## src/rtl/bram_debug_sequencer.sv

```systemverilog
// Debug-port sequencer for the Inst/Data BRAMs: host load, timed core run and dump.
// Define BRAM_DEBUG_SEQ_CHECKSUM_EN to enable the running 32-bit word checksum.
module bram_debug_sequencer #(
  parameter int BRAM_WORDS = 4096,
  parameter int LEN_W      = 13,
  parameter int RST_CYCLES = 5,
  parameter int RUN_CYCLES = 200000
) (
  input  logic             CPU_CLK,
  input  logic             CPU_RST,
  input  logic             cmd_valid,
  output logic             cmd_ready,
  input  logic [1:0]       cmd_op,
  input  logic             cmd_sel,
  input  logic [LEN_W-1:0] cmd_len,
  input  logic             wr_valid,
  output logic             wr_ready,
  input  logic [31:0]      wr_data,
  output logic             rd_valid,
  input  logic             rd_ready,
  output logic [31:0]      rd_data,
  output logic [31:0]      dbg_a2,
  output logic [31:0]      dbg_wd2,
  output logic [3:0]       data_we2,
  output logic [3:0]       inst_we2,
  input  logic [31:0]      data_rd2,
  input  logic [31:0]      inst_rd2,
  output logic             core_rst,
  output logic             busy,
  output logic             done,
  output logic [31:0]      checksum
);

  typedef enum logic [2:0] {
    IDLE, LOAD, DUMP_ADDR, DUMP_WAIT, DUMP_OUT, RUN_RST, RUN, DONE
  } state_t;

  localparam logic [1:0]       OP_LOAD  = 2'b00;
  localparam logic [1:0]       OP_DUMP  = 2'b01;
  localparam logic [1:0]       OP_RUN   = 2'b10;
  localparam logic [LEN_W-1:0] MAX_LEN  = LEN_W'(BRAM_WORDS);
  localparam logic [31:0]      RST_LAST = 32'(RST_CYCLES - 1);
  localparam logic [31:0]      RUN_LAST = 32'(RUN_CYCLES - 1);

  state_t           state_q, state_d;
  logic             sel_q, sel_d;
  logic [LEN_W-1:0] len_q, len_d;
  logic [LEN_W-1:0] idx_q, idx_d;
  logic [LEN_W-1:0] idx_inc;
  logic [LEN_W-1:0] len_clamped;
  logic [31:0]      cnt_q, cnt_d;
  logic [31:0]      dbg_a2_q, dbg_a2_d;
  logic [31:0]      dbg_wd2_q, dbg_wd2_d;
  logic [3:0]       data_we2_q, data_we2_d;
  logic [3:0]       inst_we2_q, inst_we2_d;
  logic             rd_valid_q, rd_valid_d;
  logic [31:0]      rd_data_q, rd_data_d;
  logic             core_rst_q, core_rst_d;
  logic             busy_q, busy_d;
  logic             done_q, done_d;

  function automatic logic [31:0] word_addr(input logic [LEN_W-1:0] i);
    return {{(30-LEN_W){1'b0}}, i, 2'b00};
  endfunction

  assign idx_inc     = idx_q + 1'b1;
  assign len_clamped = (cmd_len > MAX_LEN) ? MAX_LEN : cmd_len;

  always_comb begin
    state_d    = state_q;
    sel_d      = sel_q;
    len_d      = len_q;
    idx_d      = idx_q;
    cnt_d      = cnt_q;
    dbg_a2_d   = dbg_a2_q;
    dbg_wd2_d  = dbg_wd2_q;
    data_we2_d = 4'h0;
    inst_we2_d = 4'h0;
    rd_valid_d = rd_valid_q;
    rd_data_d  = rd_data_q;
    case (state_q)
      IDLE: begin
        if (cmd_valid) begin
          sel_d = cmd_sel;
          len_d = len_clamped;
          idx_d = '0;
          cnt_d = '0;
          case (cmd_op)
            OP_LOAD: state_d = (len_clamped == '0) ? DONE : LOAD;
            OP_DUMP: begin
              state_d  = (len_clamped == '0) ? DONE : DUMP_ADDR;
              dbg_a2_d = '0;
            end
            OP_RUN:  state_d = RUN_RST;
            default: state_d = DONE;
          endcase
        end
      end
      LOAD: begin
        if (wr_valid) begin
          dbg_a2_d  = word_addr(idx_q);
          dbg_wd2_d = wr_data;
          if (sel_q) inst_we2_d = 4'hF;
          else       data_we2_d = 4'hF;
          idx_d = idx_inc;
          if (idx_inc == len_q) state_d = DONE;
        end
      end
      DUMP_ADDR: state_d = DUMP_WAIT;
      DUMP_WAIT: begin
        rd_data_d  = sel_q ? inst_rd2 : data_rd2;
        rd_valid_d = 1'b1;
        state_d    = DUMP_OUT;
      end
      DUMP_OUT: begin
        if (rd_ready) begin
          rd_valid_d = 1'b0;
          idx_d      = idx_inc;
          if (idx_inc == len_q) begin
            state_d = DONE;
          end else begin
            // Address is presented on entry to DUMP_ADDR so rd2 is ready in DUMP_WAIT.
            state_d  = DUMP_ADDR;
            dbg_a2_d = word_addr(idx_inc);
          end
        end
      end
      RUN_RST: begin
        if (cnt_q == RST_LAST) begin
          cnt_d   = '0;
          state_d = RUN;
        end else begin
          cnt_d = cnt_q + 32'd1;
        end
      end
      RUN: begin
        if (cnt_q == RUN_LAST) begin
          cnt_d   = '0;
          state_d = DONE;
        end else begin
          cnt_d = cnt_q + 32'd1;
        end
      end
      DONE:    state_d = IDLE;
      default: state_d = IDLE;
    endcase
    core_rst_d = (state_d != RUN);
    busy_d     = (state_d != IDLE);
    done_d     = (state_d == DONE);
  end

  always_ff @(posedge CPU_CLK) begin
    if (!CPU_RST) begin
      state_q    <= IDLE;
      sel_q      <= 1'b0;
      len_q      <= '0;
      idx_q      <= '0;
      cnt_q      <= '0;
      dbg_a2_q   <= '0;
      dbg_wd2_q  <= '0;
      data_we2_q <= 4'h0;
      inst_we2_q <= 4'h0;
      rd_valid_q <= 1'b0;
      rd_data_q  <= '0;
      core_rst_q <= 1'b1;
      busy_q     <= 1'b0;
      done_q     <= 1'b0;
    end else begin
      state_q    <= state_d;
      sel_q      <= sel_d;
      len_q      <= len_d;
      idx_q      <= idx_d;
      cnt_q      <= cnt_d;
      dbg_a2_q   <= dbg_a2_d;
      dbg_wd2_q  <= dbg_wd2_d;
      data_we2_q <= data_we2_d;
      inst_we2_q <= inst_we2_d;
      rd_valid_q <= rd_valid_d;
      rd_data_q  <= rd_data_d;
      core_rst_q <= core_rst_d;
      busy_q     <= busy_d;
      done_q     <= done_d;
    end
  end

`ifdef BRAM_DEBUG_SEQ_CHECKSUM_EN
  logic [31:0] checksum_q, checksum_d;

  // Running sum of every word that crosses the load or dump stream.
  always_comb begin
    checksum_d = checksum_q;
    if (state_q == IDLE && cmd_valid && (cmd_op == OP_LOAD || cmd_op == OP_DUMP))
      checksum_d = '0;
    else if (state_q == LOAD && wr_valid)
      checksum_d = checksum_q + wr_data;
    else if (state_q == DUMP_OUT && rd_ready)
      checksum_d = checksum_q + rd_data_q;
  end

  always_ff @(posedge CPU_CLK) begin
    if (!CPU_RST) checksum_q <= '0;
    else          checksum_q <= checksum_d;
  end

  assign checksum = checksum_q;
`else
  assign checksum = '0;
`endif

  assign cmd_ready = (state_q == IDLE);
  assign wr_ready  = (state_q == LOAD);
  assign rd_valid  = rd_valid_q;
  assign rd_data   = rd_data_q;
  assign dbg_a2    = dbg_a2_q;
  assign dbg_wd2   = dbg_wd2_q;
  assign data_we2  = data_we2_q;
  assign inst_we2  = inst_we2_q;
  assign core_rst  = core_rst_q;
  assign busy      = busy_q;
  assign done      = done_q;

endmodule

```

## config.mk

```make
export PLATFORM = sky130hd
export DESIGN_NAME = bram_debug_sequencer
export DESIGN_NICKNAME = d
export VERILOG_FILES = /design/src/rtl/bram_debug_sequencer.sv
export SDC_FILE = /design/constraint.sdc
export NUM_CORES = 1
export LEC_CHECK = 0
export BUFFER_PORTS_ARGS = -buffer_cell sky130_fd_sc_hd__buf_2
export CORE_UTILIZATION = 54
export CTS_CLUSTER_SIZE = 40
export DETAILED_ROUTE_END_ITERATION = 8
export PLACE_DENSITY = 0.86
export SYNTH_ARGS = -nofsm -noshare
export SYNTH_HDL_FRONTEND = slang
export SYNTH_SLANG_ARGS = --single-unit
```

## constraint.sdc

```tcl
create_clock -name CPU_CLK -period 3.7 [get_ports CPU_CLK]
set_input_delay 0.74 -clock CPU_CLK [delete_from_list [all_inputs] [get_ports CPU_CLK]]
set_output_delay 0.74 -clock CPU_CLK [all_outputs]
set_load 0.02 [all_outputs]
```

Word level (Yosys, flattened, before mapping)

Index checks and enable logic that the tools add are counted.

Register bits: 170

Eq/ne operators: 19
Add/sub/neg operators: 2
Reductions and logical operators: 14
Mux-type cells: 31
$lt $le $gt $ge: 1

Operators by type and width:

| kind                    | count |
|---|---|
| $mux W32                | 9 |
| $pmux W32 S3            | 2 |
| $mux W13                | 4 |
| $pmux W13 S3            | 1 |
| $add A32 B1 Y32 const B | 1 |
| $eq A32 B18 Y1 const B  | 1 |
| $eq A32 B3 Y1 const B   | 1 |
| $mux W3                 | 9 |
| $pmux W3 S8             | 1 |
| $eq A3 B3 Y1 const B    | 5 |
| $add A13 B1 Y13 const B | 1 |
| $eq A13 B13 Y1          | 1 |
| $gt A13 B13 Y1 const B  | 1 |
| $logic_not A13 Y1       | 1 |
| $pmux W3 S3             | 1 |
| $reduce_bool A3 Y1      | 3 |
| $mux W4                 | 2 |
| $ne A2 B2 Y1 const B    | 4 |
| $reduce_and A2 Y1       | 4 |
| $eq A3 B2 Y1 const B    | 2 |
| $reduce_and A6 Y1       | 1 |
| $reduce_and A4 Y1       | 1 |
| $eq A3 B1 Y1 const B    | 1 |
| $logic_not A3 Y1        | 1 |
| 9 further kinds         | 9 |

Depth between registers and ports, before layout

Gate-level depths: netlist of the first run.

Depth after elaboration: 8
Gate-level depth with buffers: 10
Mapped depth without buffers: 8

Worst setup path after synthesis of the first run

Ideal clock, no wire load.

Kind: input-to-reg
From: in cmd_len[4]
To: reg core_rst_q, in the netlist core_rst
Path buffers: 0
Cell stages on the path: 7
Setup slack: 1093 ps
Arrival: 2480 ps
Path through: or4_1 -> or3_1 -> nor4_1 -> nor3_1 -> nand2b_1 -> o211ai_2 -> or3b_1

Word-level cells in the longest chain between the ends: 8
Elaborated cells between the ends (all ways): 9

RTL lines:

| item                       | RTL line | RTL |
|---|---|---|
| start, declared            | 15       | `input logic [LEN_W-1:0] cmd_len,` |
| $gt A13 B13 Y1             | 67       | `assign len_clamped = (cmd_len > MAX_LEN) ? MAX_LEN : cmd_len;` |
| $mux W13 (*)               | 67       |  |
| $logic_not A13 Y1 (*)      | 89, 91   |  |
| $mux W3 (on tied branches) | 91, 89   |  |
| $pmux W3 S3 (*)            | 88       | `case (cmd_op)` |
| $mux W3 (*)                | 83       | `if (cmd_valid) begin` |
| $pmux W3 S8 (*)            | 81       | `case (state_q)` |
| $ne A3 B3 Y1 (*)           | 147      | `core_rst_d = (state_d != RUN);` |
| end signal, assigned       | 180      | `core_rst_q <= core_rst_d;` |
| end, declared              | 58       | `logic core_rst_q, core_rst_d;` |

Mark *: on every way between the ends. The rest lies on a longest branch, timed or not.
A chain may end at the register's enable or synchronous reset.

Worst setup path in the final report of the first run

From: reg idx_q[0]
To: reg dbg_a2_q[7], in the netlist dbg_a2[7]

Word-level cells in the longest chain between the ends: 4
Elaborated cells between the ends (all ways): 7

RTL lines:

| item                                                               | RTL line | RTL |
|---|---|---|
| start, declared                                                    | 48       | `logic [LEN_W-1:0] idx_q, idx_d;` |
| start signal, assigned                                             | 172      | `idx_q <= idx_d;` |
| $add A13 B1 Y13 (*)                                                | 66       | `assign idx_inc = idx_q + 1'b1;` |
| $eq A13 B13 Y1 / $mux W32 (equally long branches)                  | 119      | `if (idx_inc == len_q) begin` |
| $ne A2 B2 Y1 (no line) / $mux W32 (equally long branches)          | n/a      |  |
| $reduce_and A6 Y1 (no line) / $pmux W32 S3 (equally long branches) | n/a      |  |
| end signal, assigned                                               | 174      | `dbg_a2_q <= dbg_a2_d;` |
| end, declared                                                      | 52       | `logic [31:0] dbg_a2_q, dbg_a2_d;` |

Mark *: on every way between the ends. The rest lies on a longest branch, timed or not. The select of a mux whose other input is x is not followed.

==> results of run 1 <==
cell type report:
| type | instances | area (µm²) | share of cell area, % |
|---|---|---|---|
| Clock buffer | 20 | 447 | 5.10 |
| Tap cell | 176 | 220 | 2.52 |
| Timing Repair Buffer | 219 | 1140 | 13.0 |
| Clock inverter | 9 | 87.6 | 1.00 |
| Sequential cell | 145 | 2900 | 33.2 |
| Inverter | 15 | 57.6 | 0.658 |
| Multi-Input combinational cell | 666 | 3900 | 44.5 |
power breakdown:
| part | switching, W | total (W) | internal, W |
|---|---|---|---|
| Combinational | 0.000540 | 0.000844 | 0.000303 |
| Sequential | 0.0000913 | 0.00174 | 0.00165 |
| Clock | 0.000642 | 0.00157 | 0.000929 |
routing by layer:
| layer | part of all wire (%) | routed length [µm] |
|---|---|---|
| met5 | 0 | 0 |
| met1 | 43 | 8360 |
| met3 | 6.4 | 1240 |
| met4 | 2.5 | 481 |
| met2 | 48 | 9310 |
flip-flops by register name, indices dropped and copies added, names as in the netlist:
name,cells
data_we2,1
busy,1
idx_q,13
len_q,13
done,1
rd_valid,1
rd_data,32
dbg_wd2,32
sel_q,1
cnt_q,32
inst_we2,1
state_q,3
core_rst,1
dbg_a2,13
cell usage after synthesis (12+ instances only):
cell	instances	share of area, %
a22oi_1	14	1.4
clkbuf_1	48	2.4
o21ai_0	22	1.5
a21oi_1	67	4.5
xnor2_1	12	1.4
nor2_1	92	4.7
inv_1	15	0.76
dfxtp_1	145	39
nand3_1	20	1.4
nand2_1	110	5.6
a211oi_1	33	3.4
buf_4	60	6.1
xor2_1	22	2.6
nor3_1	26	1.8
nor4_1	15	1.3
mux2i_1	40	5.4
nand4_1	20	1.7
worst max-delay path, cell delays in order (launching register included):
cell and delay [ns]:
dfxtp_1 0.50, ha_1 0.38, and4_1 0.44, nand4_1 0.25
mux2_2 0.35, a311oi_4 0.38, nand3_2 0.25, nand2_2 0.32
mux2i_1 0.24
path summary, 6_finish.rpt:
path / start / endpoint / slack, ns / cells past startpoint
max: idx_q[0] / dbg_a2[7] / 0.51 / 8
min: dbg_wd2[3] / dbg_wd2[3] / 0.45 / 2
max reg2reg: idx_q[0] / dbg_a2[7] / 0.51 / 8
min reg2reg: dbg_wd2[3] / dbg_wd2[3] / 0.45 / 2
metrics by stage:
stage | utilization [%] | hold WS, ns
floorplan | - | 0.473
global placement | 61.8 | 0.438
detailed placement | 61.8 | 0.443
CTS | 65.8 | 0.451
global route | 65.8 | 0.466
finish | 65.8 | 0.450
logic make-up after synthesis:
kind of cell,Yosys count
other,1
buffers and inverters,138
flip-flops,145
AND/OR/NAND/NOR,347
multiplexers,43
AO/OA/AOI/OAI,188
XOR/XNOR,34
adder cells (fa/ha/maj),3
==> metrics.md, run 1 <==
| Metric | Value |
|---|---|
| P_leak | `3.63 nW` |
| Clock latency on the worst-skew pair | `about 0.42 ns` |
| Slew margin rel. | `between 20% and 30%` |
| Root buffer cell | `clkbuf_16` |
| Post-synthesis compound-gate area fraction | `roughly 17%` |
| CTS clk-pin slew, worst paths | `roughly 0.06 ns` |
| Final setup viols | `0` |
| FFs w/ async S/R, synth | `0%` |
| RSZ-0062 raised after global routing | `false` |
| Final Hold Vio Count | `0` |
| Critical path class | `reg2reg` |
| Via/cell ratio | `~5.6` |
| Commonest non-fill, non-tap cell in the layout | `buf_2` |
| XOR/XNOR Fraction of Synth Area | `slightly above 4%` |
| Post-synthesis adder-cell area fraction | `less than 1%` |
| Post-synthesis simple-gate area fraction | `22.9%` |
| # nets final | `around 1200` |
| Gr busiest metal | `met2` |
| Hold buffer count at cts | `0` |
| Post-DP HPWL | `around 14000 µm` |
| Total Power | `roughly 0.0042 W` |
| Met2 Use GR | `~44%` |
| Vias | `approximately 7000` |
| Setup Buffers After CTS | `0` |
| Pwr dens | `475 mW/mm²` |
| Post-synth EDFFs | `0` |
| Placed cell area | `0.00822 mm²` |
| Syn Inst Count | `899` |
| Setup ws final | `about 0.5 ns` |
| Die Area | `about 0.014 mm²` |
| Largest net degree at the start of global routing | `66` |
| Layout area overhead | `18.6%` |
| First-pass GRT wire length | `around 31000 µm` |
| Worst slack, placed | `0.548 ns` |
| Port Buffer Count | `207` |
| DP Cell Count | `1221` |
| Die Ht | `roughly 120 µm` |
| GR Util met3 | `6.85%` |
| Starting density of the core | `55.5%` |
| Tightest Pin Transition | `between 1 and 1.5 ns` |
| Initial antenna violation count | `0` |
| Share of layout cells above drive strength 1 | `25.0%` |
| Inserted Clock Buffers | `17` |
| Met1 usage | `about a third` |
| Status | `complete, no violations` |
| Clock Skew | `about 0.0099 ns` |
| DRC viols | `0` |
| Die X-Extent | `119 µm` |
| TritonCTS clock tree | `yes` |
| Max Slew Vio Count | `0` |
| Netlist Area Pre-Place | `between 0.007 and 0.008 mm²` |
| GPL Wtd Cong | `0.931` |
| Std cell rows | `42` |
| WP data arrival | `3.53 ns` |
| Core Box Area | `around 0.013 mm²` |
| Worst setup EP type | `register` |
| Drt total wl | `about 19000 µm` |
| GRT overflow | `0` |
| Post-route ant nets | `0` |
| CP Data Required Time | `4.04 ns` |
| Mux cell area share after synthesis | `under 10%` |
| Fmax | `around 0.31 GHz` |
| Worst setup SP type | `register` |
| Most frequent cells in the layout | `buf_2, dfxtp_1, nand2_1, nor2_1, a21oi_1` |
| Post-synth top flop | `dfxtp_1` |
| Main combinational cell family by area after synthesis | `simple AND/OR/NAND/NOR gates` |
| Vias in the first global route | `6345` |
| Max cap viols | `0` |
| Worst Hold Class | `reg2reg` |
| Fill cell count | `1112` |
| H-tree Lvls | `4` |
| Synth warn | `0` |
| Maximum vdd ir drop | `approximately 0.38 mV` |
| 1st-pass router iterations | `5` |
| First DRT Iteration DRCs | `~470` |
| DR WL/cell | `~16 µm` |
| Total GRT Usage | `between 20 and 30%` |
| # clock sinks | `roughly 150` |
| Flops & latches, synth | `145` |
| Fin area | `between 0.008 and 0.009 mm²` |
| Final setup TNS | `0 ns` |
| Avg Cell Area, Syn | `around 8 µm²` |
| Finished Layout Cells | `between 1000 and 1500` |
| Ant diodes | `0` |
| Fin crit period | `approximately 3.2 ns` |
| Post-CTS Resized | `0` |
| Sequential area share after synthesis | `between 30 and 40%` |
| Critical Path Fanout Max | `11` |
| Max clock buf depth | `2` |
| Synth cell types | `about 70` |
| Crit share post-route | `a little under nine tenths` |
| Top-Level Pins | `around 260` |
Power figures use the tool's default switching activity.
==> run 2, diff against run 1 <==
--- a/config.mk
+++ b/config.mk
@@ -9,7 +9,7 @@
 export CORE_UTILIZATION = 54
 export CTS_CLUSTER_SIZE = 40
 export DETAILED_ROUTE_END_ITERATION = 8
-export PLACE_DENSITY = 0.86
+export PLACE_DENSITY = 0.95
 export SYNTH_ARGS = -nofsm -noshare
 export SYNTH_HDL_FRONTEND = slang
 export SYNTH_SLANG_ARGS = --single-unit
==> metrics.md, run 2 (synthesis gave the netlist of run 1 again) <==
| Metric | Value |
|---|---|
| Slew margin rel. | `26.8% (-1.5 points)` |
| First-pass GRT wire length | `32300 µm (+3.9%)` |
| Largest net degree at the start of global routing | `71 (+7.6%)` |
| Pwr dens | `475 mW/mm² (about the same)` |
| Crit-path leading delay family | `simple AND/OR/NAND/NOR gates` |
| GPL Wtd Cong | `0.947 (+1.8%)` |
| Worst Hold Class | `reg2reg` |
| Worst setup SP type | `register` |
| Max cap viols | `0 (unchanged)` |
| Clock latency on the worst-skew pair | `0.43 ns (about the same)` |
| Vias | `7294 (+5.1%)` |
| RSZ-0062 raised after global routing | `false` |
| TritonCTS clock tree | `yes` |
| Share of layout cells above drive strength 1 | `25.3% (+0.30 points)` |
| Buf+Inv Stages, Crit Path | `0 (unchanged)` |
| Clock Skew | `0.00954 ns (-0.000383 ns)` |
| Port Buffer Count | `207 (unchanged)` |
| Commonest non-fill, non-tap cell in the layout | `buf_2` |
| CTS clk-pin slew, worst paths | `0.06 ns (about the same)` |
| Total GRT Usage | `28.7% (+1.0 points)` |
| Placed cell area | `0.00822 mm² (about the same)` |
| # nets final | `1185 (+0.084%)` |
| Post-route ant nets | `0 (unchanged)` |
| Hold buffer count at cts | `0 (unchanged)` |
| Die Area | `0.0141 mm² (unchanged)` |
| Crit share post-route | `88.3% (+2.0 points)` |
| Maximum vdd ir drop | `0.404 mV (+7.0%)` |
| 1st-pass router iterations | `7 (+2)` |
| Fmax | `0.306 GHz (-2.2%)` |
| P_leak | `3.64 nW (+0.47%)` |
| Worst-path cell chain | `ha_1 > and4_1 > nand4_1 > mux2_2 > a311oi_4 > nand3_2 > nand2_2 > mux2i_1` |
| Fin area | `0.00876 mm² (about the same)` |
| Critical path class | `reg2reg` |
| GRT overflow | `0 (unchanged)` |
| Final setup viols | `0 (unchanged)` |
| Root buffer cell | `clkbuf_16` |
| Fin crit period | `3.27 ns (+0.0726 ns)` |
| Worst setup EP type | `register` |
| Die X-Extent | `119 µm (unchanged)` |
| Post-CTS Resized | `0 (unchanged)` |
| DRC viols | `0 (unchanged)` |
| Core Box Area | `0.0133 mm² (unchanged)` |
| Layout area overhead | `18.7% (about the same)` |
| Final setup TNS | `0 ns (unchanged)` |
| First DRT Iteration DRCs | `733 (+55%)` |
| # clock sinks | `145 (unchanged)` |
| WP data arrival | `3.62 ns (+0.09 ns)` |
| DR WL/cell | `16.3 µm (+4.8%)` |
| CP max stage delay | `0.51 ns (about the same)` |
| DP Cell Count | `1222 (+0.082%)` |
| Std cell rows | `42 (unchanged)` |
| Ant diodes | `0 (unchanged)` |
| Starting density of the core | `55.5% (unchanged)` |
| Post-DP HPWL | `14100 µm (+0.63%)` |
| Status | `complete, no violations` |
| H-tree Lvls | `4 (unchanged)` |
| Critical Path Fanout Max | `11 (unchanged)` |
| CP max stage cell | `dfxtp_1` |
| Initial antenna violation count | `0 (unchanged)` |
| Drt total wl | `20400 µm (+5.1%)` |
| Max Slew Vio Count | `0 (unchanged)` |
| Die Ht | `119 µm (unchanged)` |
| Max clock buf depth | `2 (unchanged)` |
| CP Data Required Time | `4.05 ns (about the same)` |
| Setup Buffers After CTS | `0 (unchanged)` |
| Tightest Pin Transition | `1.10 ns (+0.0232 ns)` |
| Most frequent cells in the layout | `buf_2, dfxtp_1, nand2_1, nor2_1, a21oi_1` |
| Top-Level Pins | `259 (unchanged)` |
| Finished Layout Cells | `1253 (+0.24%)` |
| Inserted Clock Buffers | `17 (unchanged)` |
| Final Hold Vio Count | `0 (unchanged)` |
| Via/cell ratio | `5.82 (+4.8%)` |
| Vias in the first global route | `6542 (+3.1%)` |
-- run 2: worst paths after layout --
kind	start	end	slack (ns)	cells after the start
min	dbg_wd2[20]	dbg_wd2[20]	0.45	2
max reg2reg	idx_q[0]	dbg_a2[14]	0.43	8
max	idx_q[0]	dbg_a2[14]	0.43	8
min reg2reg	dbg_wd2[20]	dbg_wd2[20]	0.45	2
-- run 2: routing by layer --
metal | track usage, % | up-vias | part of all wire [%]
li1 | - | 3400 | -
met1 | 35.4 | 3393 | 39
met2 | 47.9 | 429 | 49
met3 | 6.51 | 72 | 9.1
met4 | 12.3 | 0 | 2.9
met5 | 0 | - | 0
-- run 2: cell type report --
class | instances | area (µm²)
clock buffers | 18 | 429
clock inverters | 13 | 105
fillers | 999 | 4540
inverters | 15 | 57.6
multi-input cells | 666 | 3900
flip-flops and latches | 145 | 2900
well taps | 176 | 220
repair buffers | 220 | 1150
-- run 2: worst reg2reg max path: stages (launching register included) --
cell      delay [ns]
dfxtp_1         0.51
ha_1            0.40
and4_1          0.44
nand4_1         0.26
mux2_2          0.37
a311oi_4        0.39
nand3_2         0.27
nand2_2         0.34
mux2i_1         0.23
-- run 2: report_power, final --
part	total [W]	internal (W)	switching [W]
registers	0.00175	0.00165	0.0000962
clock network	0.00155	0.000864	0.000691
logic	0.000857	0.000303	0.000554
-- run 2: through the flow --
step	hold WS [ns]	total power (W)	setup WS (ns)	util, %
floorplan	0.473	0.00237	1.09	-
global placement	0.438	0.00258	0.713	61.9
detailed placement	0.443	0.00261	0.530	61.9
CTS	0.454	0.00415	0.472	65.9
global route	0.468	0.00431	0.178	65.9
finish	0.452	0.00416	0.434	65.9
==> run 3, diff against run 2 <==
--- a/config.mk
+++ b/config.mk
@@ -9,7 +9,9 @@
 export CORE_UTILIZATION = 54
 export CTS_CLUSTER_SIZE = 40
 export DETAILED_ROUTE_END_ITERATION = 8
+export MAX_ROUTING_LAYER = met4
 export PLACE_DENSITY = 0.95
+export RECOVER_POWER = 100
 export SYNTH_ARGS = -nofsm -noshare
 export SYNTH_HDL_FRONTEND = slang
 export SYNTH_SLANG_ARGS = --single-unit
==> metrics.md, run 3 (synthesis gave the netlist of run 1 again) <==
| Metric | Value |
|---|---|
| Maximum vdd ir drop | `0.449 mV (+11%)` |
| Hold path cells | `2 (unchanged)` |
| Fmax | `0.302 GHz (-1.3%)` |
| Gr busiest metal | `met2` |
| Setup ws final | `0.392 ns (-0.0414 ns)` |
| Crit-path leading delay family | `simple AND/OR/NAND/NOR gates` |
| Final setup TNS | `0 ns (unchanged)` |
| Layout area overhead | `17.9%` |
| Drt total wl | `20900 µm (+2.8%)` |
| Critical path class | `reg2reg` |
| DRC viols | `0 (unchanged)` |
| Ant diodes | `0 (unchanged)` |
| # clock sinks | `145 (unchanged)` |
| DR WL/cell | `16.7 µm (+2.8%)` |
| Slew margin rel. | `-39.0% (-66 points)` |
| Worst slack, placed | `0.552 ns (+0.0219 ns)` |
| TritonCTS clock tree | `yes` |
| CP max stage delay | `0.51 ns (about the same)` |
| Critical Path Fanout Max | `11 (unchanged)` |
| Worst setup SP type | `register` |
| Final setup viols | `0 (unchanged)` |
| Clock Skew | `0.0171 ns (+0.00758 ns)` |
| Final Hold Vio Count | `0 (unchanged)` |
| Met1 usage | `36.5% (+1.0 points)` |
| RSZ-0062 raised after global routing | `false` |
| GR Util met3 | `6.03% (-0.48 points)` |
| Buf+Inv Stages, Crit Path | `0 (unchanged)` |
| Die Ht | `119 µm (unchanged)` |
| H-tree Lvls | `4 (unchanged)` |
| Most frequent cells in the layout | `dfxtp_1, buf_2, nand2_1, clkbuf_1, nor2_1` |
| First-pass GRT wire length | `32700 µm (+1.2%)` |
| Max clock buf depth | `2 (unchanged)` |
| Total GRT Usage | `30.0% (+1.3 points)` |
| Worst path depth | `8 (unchanged)` |
| GPL Wtd Cong | `0.970 (+2.5%)` |
| Worst Hold Class | `reg2reg` |
| Port Buffer Count | `207 (unchanged)` |
| Share of layout cells above drive strength 1 | `16.0% (-9.3 points)` |
| Post-DP HPWL | `13900 µm (-1.8%)` |
| Pwr dens | `503 mW/mm² (+6.0%)` |
| Via/cell ratio | `5.84 (+0.26%)` |
| Tightest Pin Transition | `2.09 ns (+0.988 ns)` |
| Top-Level Pins | `259 (unchanged)` |
| Die Area | `0.0141 mm² (unchanged)` |
| P_leak | `3.27 nW (-10%)` |
| Inserted Clock Buffers | `17 (unchanged)` |
| Hold buffer count at cts | `0 (unchanged)` |
| CP max stage cell | `dfxtp_1` |
| Starting density of the core | `55.5% (unchanged)` |
| Vias in the first global route | `6595 (+0.81%)` |
| Commonest non-fill, non-tap cell in the layout | `dfxtp_1` |
| Status | `complete, but fails checks` |
| CP Data Required Time | `4.05 ns (about the same)` |
| Post-CTS Resized | `0 (unchanged)` |
| 1st-pass router iterations | `5 (-2)` |
| Worst setup EP type | `register` |
| Setup Buffers After CTS | `0 (unchanged)` |
| Core Box Area | `0.0133 mm² (unchanged)` |
| # nets final | `1184 (-0.084%)` |
| Vias | `7313 (+0.26%)` |
| Fill cell count | `1045 (+4.6%)` |
| Worst-path cell chain | `ha_1 > and4_1 > nand4_1 > mux2_1 > a311oi_4 > nand3_2 > nand2_2 > mux2i_1` |
| Die X-Extent | `119 µm (unchanged)` |
| Std cell rows | `42 (unchanged)` |
| Initial antenna violation count | `0 (unchanged)` |
| WP data arrival | `3.66 ns (+0.04 ns)` |
| Reg-to-reg setup timing slack | `0.39 ns (-0.04 ns)` |
| Max cap viols | `2 (+2)` |
| Worst Reg-to-Reg Cells | `8 (unchanged)` |
| First DRT Iteration DRCs | `811 (+11%)` |
| Root buffer cell | `clkbuf_16` |
| Largest net degree at the start of global routing | `71 (unchanged)` |
| Fin crit period | `3.31 ns (+0.0414 ns)` |
| Clock latency on the worst-skew pair | `0.44 ns (about the same)` |
| Failing checks | `capacitance limit, slew limit` |
| Post-route ant nets | `0 (unchanged)` |
| Met2 Use GR | `48.7% (+0.80 points)` |
| GRT overflow | `0 (unchanged)` |
| Crit share post-route | `89.4% (+1.1 points)` |
| Max Slew Vio Count | `100 (+100)` |
| CTS clk-pin slew, worst paths | `0.06 ns (about the same)` |
-- run 3: tightest hold or removal path: cells and delay by family, from the launching register on --
kind / cells / cell delay (ns)
DFF: 1 / 0.31
and+or+nand+nor: 1 / 0.05
AOI/OAI and AO/OA: 1 / 0.05
-- run 3: area by class of cell --
cell class              count  area (µm²)  area share, %
multi-input cells         666        3890           44.7
clock buffers              19         453           5.21
flip-flops and latches    145        2900           33.4
repair buffers            219        1000           11.5
well taps                 176         220           2.53
clock inverters            13         170           1.96
inverters                  15        57.6          0.662
-- run 3: final timing paths --
check	endpoint	from
setup / recovery	dbg_a2[11]	idx_q[0]
hold / removal	dbg_wd2[1]	dbg_wd2[1]
setup reg to reg	dbg_a2[11]	idx_q[0]
hold reg to reg	dbg_wd2[1]	dbg_wd2[1]
-- run 3: metrics by stage --
stage | instance area (µm²) | instances | util (%) | total power [W] | hold WS, ns
after floorplan | 7560 | 949 | - | 0.00237 | 0.473
after global placement | 8220 | 1221 | 61.8 | 0.00257 | 0.439
after detailed placement | 8220 | 1221 | 61.8 | 0.00260 | 0.444
after CTS | 8840 | 1253 | 66.5 | 0.00438 | 0.456
after global routing | 8690 | 1253 | 65.4 | 0.00452 | 0.482
final | 8690 | 1253 | 65.4 | 0.00437 | 0.456
-- run 3: metal layers --
layer,up-vias,part of all wire [%]
li1,3400,-
met3,63,9.1
met2,477,49
met4,0,2.7
met1,3373,39
met5,-,0
-- run 3: report_power, final --
group	total, W	internal (W)	switching, W
logic	0.000825	0.000275	0.000550
clock network	0.00180	0.00106	0.000748
registers	0.00175	0.00165	0.0000973
